File: src/rtl/spi_responder_pkg.sv
// Shared definitions for the SPI responder: FSM encoding, fill word, word lengths.
package spi_responder_pkg;

  typedef enum logic {
    StIdle  = 1'b0,
    StShift = 1'b1
  } state_e;

  localparam logic [31:0] FillWord = 32'hFFFF_FFFF;
  localparam logic [5:0]  ByteLen  = 6'd8;
  localparam logic [5:0]  WideLen  = 6'd32;

  // Number of bits in a word for the selected width.
  function automatic logic [5:0] word_len(input logic wide);
    return wide ? WideLen : ByteLen;
  endfunction

  // Left-align the outgoing word so the MSB always sits in bit 31.
  function automatic logic [31:0] align_tx(input logic [31:0] word, input logic wide);
    return wide ? word : {word[7:0], 24'hFF_FFFF};
  endfunction

endpackage

File: src/rtl/spi_responder_sync_ff2.sv
// Parameterised-width two-flop synchronizer with asynchronous active-low reset.
module sync_ff2 #(
  parameter int unsigned Width = 1
) (
  input  logic             clk,
  input  logic             rst,
  input  logic [Width-1:0] d,
  output logic [Width-1:0] q
);

  logic [Width-1:0] meta_q;
  logic [Width-1:0] sync_q;

  // Two back-to-back capture stages; resetting to zero keeps a low SS_n from
  // looking like a fresh fall after reset.
  always_ff @(posedge clk or negedge rst) begin
    if (!rst) begin
      meta_q <= '0;
      sync_q <= '0;
    end else begin
      meta_q <= d;
      sync_q <= meta_q;
    end
  end

  assign q = sync_q;

endmodule

File: src/rtl/spi_responder.sv
// SPI mode-0 responder with oversampled pins, one-word TX holding and RX registers.
module spi_responder
  import spi_responder_pkg::*;
(
  input  logic        clk,
  input  logic        rst,
  input  logic        wide,
  input  logic        SCLK,
  input  logic        MOSI,
  input  logic        SS_n,
  output logic        MISO,
  output logic        MISO_oe,
  input  logic [31:0] tx_data,
  input  logic        tx_load,
  output logic        tx_ready,
  output logic [31:0] rx_data,
  output logic        rx_valid,
  input  logic        rx_ack,
  output logic        rx_overrun,
  output logic        busy
);

  logic [2:0] pins_s;
  logic       sclk_s, mosi_s, ss_s;

  sync_ff2 #(.Width(3)) u_sync (
    .clk (clk),
    .rst (rst),
    .d   ({SCLK, MOSI, SS_n}),
    .q   (pins_s)
  );

  assign {sclk_s, mosi_s, ss_s} = pins_s;

  state_e      state_q, state_d;
  logic        sclk_d3_q, ss_d3_q;
  logic        wide_q, wide_d;
  logic [5:0]  cnt_q, cnt_d;
  logic [31:0] tx_sh_q, tx_sh_d;
  logic [31:0] rx_sh_q, rx_sh_d;
  logic [31:0] hold_q, hold_d;
  logic        hold_full_q, hold_full_d;
  logic [31:0] rx_data_q, rx_data_d;
  logic        rx_valid_q, rx_valid_d;
  logic        rx_overrun_q, rx_overrun_d;
  logic        busy_q, busy_d;
  logic        word_done_q, word_done_d;

  logic        sclk_rise, sclk_fall, ss_rise, ss_fall;
  logic        shift_load, rx_end, wide_sel;
  logic [31:0] rx_sh_next;

  assign sclk_rise = sclk_s & ~sclk_d3_q;
  assign sclk_fall = ~sclk_s & sclk_d3_q;
  assign ss_rise   = ss_s & ~ss_d3_q;
  assign ss_fall   = ~ss_s & ss_d3_q;
  assign rx_sh_next = {rx_sh_q[30:0], mosi_s};

  // State and datapath registers.
  always_ff @(posedge clk or negedge rst) begin
    if (!rst) begin
      state_q      <= StIdle;
      sclk_d3_q    <= 1'b0;
      ss_d3_q      <= 1'b0;
      wide_q       <= 1'b0;
      cnt_q        <= '0;
      tx_sh_q      <= FillWord;
      rx_sh_q      <= '0;
      hold_q       <= '0;
      hold_full_q  <= 1'b0;
      rx_data_q    <= '0;
      rx_valid_q   <= 1'b0;
      rx_overrun_q <= 1'b0;
      busy_q       <= 1'b0;
      word_done_q  <= 1'b0;
    end else begin
      state_q      <= state_d;
      sclk_d3_q    <= sclk_s;
      ss_d3_q      <= ss_s;
      wide_q       <= wide_d;
      cnt_q        <= cnt_d;
      tx_sh_q      <= tx_sh_d;
      rx_sh_q      <= rx_sh_d;
      hold_q       <= hold_d;
      hold_full_q  <= hold_full_d;
      rx_data_q    <= rx_data_d;
      rx_valid_q   <= rx_valid_d;
      rx_overrun_q <= rx_overrun_d;
      busy_q       <= busy_d;
      word_done_q  <= word_done_d;
    end
  end

  // FSM next state, shifters, bit counter, holding and receive registers.
  always_comb begin
    state_d      = state_q;
    wide_d       = wide_q;
    cnt_d        = cnt_q;
    tx_sh_d      = tx_sh_q;
    rx_sh_d      = rx_sh_q;
    hold_d       = hold_q;
    hold_full_d  = hold_full_q;
    rx_data_d    = rx_data_q;
    rx_valid_d   = rx_valid_q;
    rx_overrun_d = rx_overrun_q;
    busy_d       = busy_q;
    word_done_d  = word_done_q;
    shift_load   = 1'b0;
    rx_end       = 1'b0;
    wide_sel     = wide_q;

    unique case (state_q)
      StIdle: begin
        if (ss_fall) begin
          state_d     = StShift;
          wide_d      = wide;
          wide_sel    = wide;
          cnt_d       = '0;
          busy_d      = 1'b0;
          word_done_d = 1'b0;
          shift_load  = 1'b1;
        end
      end
      StShift: begin
        if (ss_rise) begin
          // Abort: drop any partial word.
          state_d     = StIdle;
          cnt_d       = '0;
          busy_d      = 1'b0;
          word_done_d = 1'b0;
        end else begin
          if (sclk_rise) begin
            rx_sh_d = rx_sh_next;
            if (cnt_q + 6'd1 == word_len(wide_q)) begin
              cnt_d       = '0;
              busy_d      = 1'b0;
              word_done_d = 1'b1;
              rx_end      = 1'b1;
              rx_data_d   = wide_q ? rx_sh_next : {24'b0, rx_sh_next[7:0]};
            end else begin
              cnt_d  = cnt_q + 6'd1;
              busy_d = 1'b1;
            end
          end
          if (sclk_fall) begin
            if (word_done_q) begin
              // Back-to-back word: re-sample width and reload.
              wide_d      = wide;
              wide_sel    = wide;
              word_done_d = 1'b0;
              shift_load  = 1'b1;
            end else begin
              tx_sh_d = {tx_sh_q[30:0], 1'b1};
            end
          end
        end
      end
      default: state_d = StIdle;
    endcase

    if (shift_load) begin
      tx_sh_d = align_tx(hold_full_q ? hold_q : FillWord, wide_sel);
    end

    // A load in the same cycle as consumption keeps the register full.
    if (tx_load) begin
      hold_d      = tx_data;
      hold_full_d = 1'b1;
    end else if (shift_load && hold_full_q) begin
      hold_full_d = 1'b0;
    end

    if (rx_end) begin
      rx_valid_d   = 1'b1;
      rx_overrun_d = rx_ack ? 1'b0 : (rx_overrun_q | rx_valid_q);
    end else if (rx_ack) begin
      rx_valid_d   = 1'b0;
      rx_overrun_d = 1'b0;
    end
  end

  assign MISO       = (state_q == StShift) ? tx_sh_q[31] : 1'b1;
  assign MISO_oe    = (state_q == StShift);
  assign tx_ready   = ~hold_full_q;
  assign rx_data    = rx_data_q;
  assign rx_valid   = rx_valid_q;
  assign rx_overrun = rx_overrun_q;
  assign busy       = busy_q;

endmodule

File: config.mk
export PLATFORM = sky130hd
export DESIGN_NAME = spi_responder
export DESIGN_NICKNAME = d
export VERILOG_FILES = /design/src/rtl/spi_responder_pkg.sv /design/src/rtl/spi_responder_sync_ff2.sv /design/src/rtl/spi_responder.sv
export SDC_FILE = /design/constraint.sdc
export NUM_CORES = 1
export LEC_CHECK = 0
export CAP_MARGIN = 20
export CORE_ASPECT_RATIO = 0.5
export CORE_UTILIZATION = 45
export DETAILED_ROUTE_END_ITERATION = 16
export PLACE_DENSITY = 0.74
export SKIP_CTS_REPAIR_TIMING = 1
export SYNTH_ARGS = -nofsm -noshare
export SYNTH_HDL_FRONTEND = slang
export SYNTH_SLANG_ARGS = --single-unit
File: constraint.sdc
create_clock -name clk -period 2.3 [get_ports clk]
set_input_delay 0.575 -clock clk [delete_from_list [all_inputs] [get_ports clk]]
set_output_delay 0.575 -clock clk [all_outputs]
set_load 0.05 [all_outputs]
==> results.toml, run 1 <==
[pwr]
power_switching_w = 0.00175
pwr-share-comb_pct = 12.4
power_density_mw_per_mm2 = 862
p_seq_share_pct = 49.4
p_int_w = 0.00488
p_sw_share_pct = 26.4
power.leakage_nw = 3.41
ir_drop_v = 0.000483
finalPower_w = 0.00664
clkPwrFrac_pct = 38.2

[drt]
vias = 4312
postRouteAntennaNets = 0
drt-initial-drc-count = 230
firstDrtPassIters = 4
vias_per_cell = 5.41
drc = 0
wl_um = 12900
avgRoutedWirePerCell_um = 16.2

[timing]
tightestPinTransition_ns = 0.854
finalClockSkew_ns = 0.0132
slew_headroom_pct = 43.1
tns_ns = 0
rsz0062_at_grt = "false"
setup_violations = 0
setup_ws_ns = 0.0868
fmax_mhz = 452
timing.final.max_slew_violations = 0
fin_crit_sh_pct = 96.2
fin_crit_ns = 2.21
final_hold_viol_count = 0

[global_routing]
grt_pass1_vias = 4365
grt-ovfl-total = 0
grt_use_total_pct = 19.8
grt_antenna_before_repair = 0
grt_max_degree = 58
grt_pass1_wl_um = 21800

[yosys]
synth_top_area_cell = "dfrtp_1"
synth_flop_cell = "dfrtp_1"
synth_compound_area_share_pct = 16.2
netlist_area_sq_mm = 0.00615
ys_types = 50
syn_inst = 533
synth.mux.area_fraction_pct = 7.51
ys_ff_latch = 148
yosys-top-cells-area = "dfrtp_1 (47%), dfstp_2 (14%), nand2_1 (6.5%)"
synth_xor_area_share_pct = 0
synth_edf_count = 0
yosysWarnings = 0
netlist.area_leader.share_pct = 47.2
ys_async_sr_fraction_pct = 100
synthAdderAreaFrac_pct = 0.204
synth_top_family_by_area = "compound AO/OA/AOI/OAI gates"
yosys.area_share.simple_pct = 12.4
syn_nets = 574
avgSynthCellArea_sq_um = 11.5
seq_area_frac_synth_pct = 60.9

[final_layout]
layout_common_cells = "dfrtp_1 (116), nand2_1 (107), clkdlybuf4s50_1 (73)"
drive_gt1_share_pct = 20.1
finalNetCount = 655
num_antenna_cells = 0
fill_cells = 1060
final_common_cell = "dfrtp_1"
finalInstanceArea_sq_mm = 0.00769
finalNonFillerCells = 797
syn_to_final_growth_pct = 25.2

[placed_design]
dp_hpwl_um = 8200
io_buffers = 77
dp_cells = 764
place_area_sq_mm = 0.00714
pre_cts_ws_ns = 0.131
gp_congestion = 0.788

[worst_setup_path]
ff2ff_path_depth = 5
crit_start = "rx_data[8]"
timing.rr.start = "cnt_q[3]"
cp.required_ns = 1.73
arrival_ns = 1.64
worstSetupPathType = "flip-flop to output pin"
cp_top_family = "buffers and inverters"
cp.depth = 1
critPathCaptureType = "output pin"
startpoint_type = "flip-flop"
cp_cell_sequence = "clkdlybuf4s50_1"
worst-path-buf-inv = 1
r2r_end = "rx_data[20]"
cp_max_fo = 2
r2r_slack_ns = 0.19
cpMaxStageDelayCell = "clkdlybuf4s50_1"
crit_path_max_incr_delay_ns = 0.82

[cts]
cts.sinks = 148
cts_buffers = 17
clock_path_buffers = 2
clock_insertion_delay_worst_skew_ns = 0.42
cts_tree = "yes"
path_clk_slew_ns = 0.06
htree_num_levels = 4
clockRootBuffer = "clkbuf_16"

[outcome]
outcome = "finished, final reports clean"

[floorplan]
die_y_um = 84.6
start_util_pct = 47.3
ioPinCount = 78
rows = 29
die_x_um = 167
core_sq_mm = 0.0130
dieArea_sq_mm = 0.0142

[worst_hold_path]
holdCritPathClass = "input pin to async pin"

[job]
maxCapViolCount = 0
state kept, by name, summed over array words and instances (netlist names):
signal and flops:
hold_q 32, rx_data 32, tx_sh_q 32, rx_sh_q 31
cnt_q 6, u_sync.meta_q 3, u_sync.q 3, MISO_oe 1
busy 1, hold_full_q 1, rx_overrun 1, rx_valid 1
sclk_d3_q 1, ss_d3_q 1, wide_q 1, word_done_q 1
per-layer routing:
metal / part of all wire (%) / global-route usage [%] / vias up
li1: - / - / 2045
met1: 48 / 26.2 / 2152
met2: 47 / 31.9 / 97
met3: 3.5 / 4.76 / 18
met4: 1.5 / 7.84 / 0
met5: 0 / 0 / -
power groups by stage:
stage / clock, W / combinational (W) / sequential (W)
6_report: 0.00253 / 0.000824 / 0.00328
3_5_place_dp: 0 / 0.000831 / 0.00331
2_1_floorplan: 0 / 0.000477 / 0.00332
4_1_cts: 0.00259 / 0.000838 / 0.00328
3_3_place_gp: 0 / 0.000805 / 0.00330
5_1_grt: 0.00272 / 0.000908 / 0.00332
worst max-delay path by stage:
stage               slack [ns]          end
floorplan                 0.34  rx_data[11]
global placement          0.19  tx_sh_q[31]
detailed placement        0.13   rx_data[8]
CTS                      -0.08     tx_ready
global route              0.02  rx_data[20]
finish                    0.09   rx_data[8]
synth_stat cells (2+ instances only):
library cell  instances
inv_1                 4
dfrtp_1             116
o2bb2ai_1            23
nor4_1                2
clkbuf_1             19
a2111oi_0             8
nor2b_1              12
nand4_1               2
a21o_1                8
o21a_1                2
and2_1                3
and3_1                3
a21oi_1              35
nor2_1               29
a32o_1                2
mux2_2               33
buf_2                11
nand2b_1              6
nand3_1               3
mux2i_1               9
o21ai_0               5
dfstp_2              32
buf_4                 2
nand2_1             107
a22o_1               31
o221ai_1              2
final cells by class:
type                       count  area [sq um]  share of cell area, %
timing repair buffer          95           950                   12.3
clock inverter                10          75.1                  0.976
multi-input combinational    347          2230                   29.0
tap                          170           213                   2.76
clock buffer                  22           464                   6.03
inverter                       5          18.8                  0.244
sequential                   148          3740                   48.7
metrics by stage:
step	utilization [%]	hold WS [ns]
floorplan	-	0.279
detailed placement	55.0	0.337
global placement	55.0	0.335
finish	59.2	0.0694
global route	59.2	0.0845
CTS	59.1	0.0789
cells by family after synthesis:
| family | Yosys count |
|---|---|
| AOI/OAI and AO/OA | 130 |
| adders and majority gates | 1 |
| muxes | 42 |
| DFF | 148 |
| buffers and inverters | 38 |
| and+or+nand+nor | 174 |
Note: power is estimated with default switching activity, not from simulation.
==> run 2: changes to the inputs <==
--- a/config.mk
+++ b/config.mk
@@ -9,7 +9,9 @@
 export CORE_ASPECT_RATIO = 0.5
 export CORE_UTILIZATION = 45
 export DETAILED_ROUTE_END_ITERATION = 16
+export GPL_TIMING_DRIVEN = 0
 export PLACE_DENSITY = 0.74
+export SETUP_SLACK_MARGIN = 0.15
 export SKIP_CTS_REPAIR_TIMING = 1
 export SYNTH_ARGS = -nofsm -noshare
 export SYNTH_HDL_FRONTEND = slang
==> run 2 against run 1 <==
Clock power rose by 7%; first-iteration DRC count rose by 39%; non-clock buffer count rose by 19; setup slack improved by 0.13 ns; power rose by 2.5%; critical path type unchanged.
==> results.toml, run 2 (synthesis gave the netlist of run 1 again) <==
[pwr]
ir_drop_v = 0.000469
power.leakage_nw = 4.02
power_density_mw_per_mm2 = 866
finalPower_w = 0.00680

[cts]
clockRootBuffer = "clkbuf_16"
path_clk_slew_ns = 0.07
clock_path_buffers = 2
htree_num_levels = 4
clock_insertion_delay_worst_skew_ns = 0.42
cts.sinks = 148
cts_tree = "yes"
cts_buffers = 17

[final_layout]
syn_to_final_growth_pct = 27.8
fill_cells = 1052
layout_common_cells = "dfrtp_1 (116), nand2_1 (107), dlymetal6s2s_1 (38)"
finalInstanceArea_sq_mm = 0.00786
drive_gt1_share_pct = 20.1
final_common_cell = "dfrtp_1"
num_antenna_cells = 0
finalNonFillerCells = 816
fin_util_pct = 60.5
finalNetCount = 674

[floorplan]
die_y_um = 84.6
core_sq_mm = 0.0130
dieArea_sq_mm = 0.0142
rows = 29
start_util_pct = 47.3
ioPinCount = 78
die_x_um = 167

[global_routing]
grt_antenna_before_repair = 0
grt_pass1_wl_um = 21900
grt_use_total_pct = 19.6
grt_max_degree = 94
grt-ovfl-total = 0
grt_pass1_vias = 4333

[worst_setup_path]
cpMaxStageDelayCell = "dlymetal6s2s_1"
cp_max_fo = 10
cp.required_ns = 1.73
worst-path-buf-inv = 2
cp_top_family = "buffers and inverters"
worstSetupPathType = "flip-flop to output pin"
arrival_ns = 1.51
cp_cell_sequence = "clkbuf_2 > nand2b_1 > dlymetal6s2s_1"
crit_path_max_incr_delay_ns = 0.42
startpoint_type = "flip-flop"
critPathCaptureType = "output pin"
r2r_slack_ns = 0.25

[job]
maxCapViolCount = 0

[timing]
fin_crit_ns = 2.09
fin_crit_sh_pct = 90.8
finalClockSkew_ns = 0.00874
slew_headroom_pct = 42.9
rsz0062_at_grt = "true"
final_hold_viol_count = 0
timing.final.max_slew_violations = 0
setup_violations = 0
tns_ns = 0
fmax_mhz = 479
tightestPinTransition_ns = 0.857

[drt]
drc = 0
firstDrtPassIters = 5
wl_um = 13000
vias = 4435
vias_per_cell = 5.44
drt-initial-drc-count = 320
postRouteAntennaNets = 0
avgRoutedWirePerCell_um = 15.9

[placed_design]
dp_hpwl_um = 8270
dp_cells = 780
gp_congestion = 0.776
place_area_sq_mm = 0.00715
io_buffers = 76

[worst_hold_path]
holdCritPathClass = "input pin to async pin"

[outcome]
outcome = "finished, final reports clean"
run 2: cell types whose count changed in the layout (fill, tap and decap cells not counted), sizes merged:
cell	previous run	this run
dlymetal6s2s	1	38
clkdlybuf4s50	73	37
clkbuf	22	38
clkinv	4	7
buf	21	20
bufinv	0	1
clkinvlp	4	3
run 2: routing by layer:
metal / GRT usage [%] / share of wire (%) / vias up
met4: 5.25 / 1.1 / 0
met2: 30.3 / 47 / 101
met5: 0 / 0 / -
met1: 27.4 / 48 / 2224
li1: - / - / 2096
met3: 5.61 / 4.4 / 14
run 2: metrics by stage:
step	setup slack (ns)	hold WS (ns)
after floorplan	0.338	0.279
after global routing	0.0970	0.304
final	0.212	0.235
after global placement	-5.14	0.334
after CTS	-0.262	0.276
after detailed placement	0.0942	0.336
run 2: final timing paths:
check,cells after the start,startpoint,endpoint
max,3,MISO_oe,MISO
min,1,rst,hold_q[28]
max reg2reg,7,cnt_q[0],rx_data[16]
min reg2reg,0,u_sync.meta_q[0],u_sync.q[0]
max in group asynchronous,2,rst,tx_sh_q[17]
min in group clk,0,u_sync.meta_q[0],u_sync.q[0]
run 2: cell type report:
class                           count  area, sq um  share of cell area [%]
Inverter                            5         18.8                   0.239
Sequential cell                   148         3740                    47.7
Tap cell                          170          213                    2.71
Timing Repair Buffer               81          915                    11.6
Clock buffer                       19          453                    5.77
Clock inverter                     13          128                    1.62
Buffer                             33          155                    1.97
Multi-Input combinational cell    347         2230                    28.4
run 2: where the power goes:
part           switching, W  leakage (nW)  total, W  internal [W]
clock network       0.00114         0.276   0.00270       0.00156
logic              0.000442          1.92  0.000835      0.000393
registers          0.000227          1.83   0.00327       0.00304
==> run 3: changes to the inputs <==
--- a/config.mk
+++ b/config.mk
@@ -13,6 +13,7 @@
 export PLACE_DENSITY = 0.74
 export SETUP_SLACK_MARGIN = 0.15
 export SKIP_CTS_REPAIR_TIMING = 1
+export SLEW_MARGIN = 5
 export SYNTH_ARGS = -nofsm -noshare
 export SYNTH_HDL_FRONTEND = slang
 export SYNTH_SLANG_ARGS = --single-unit
==> results of run 3 <==
The final DEF is identical to that of run 2; final timing and power are the same.
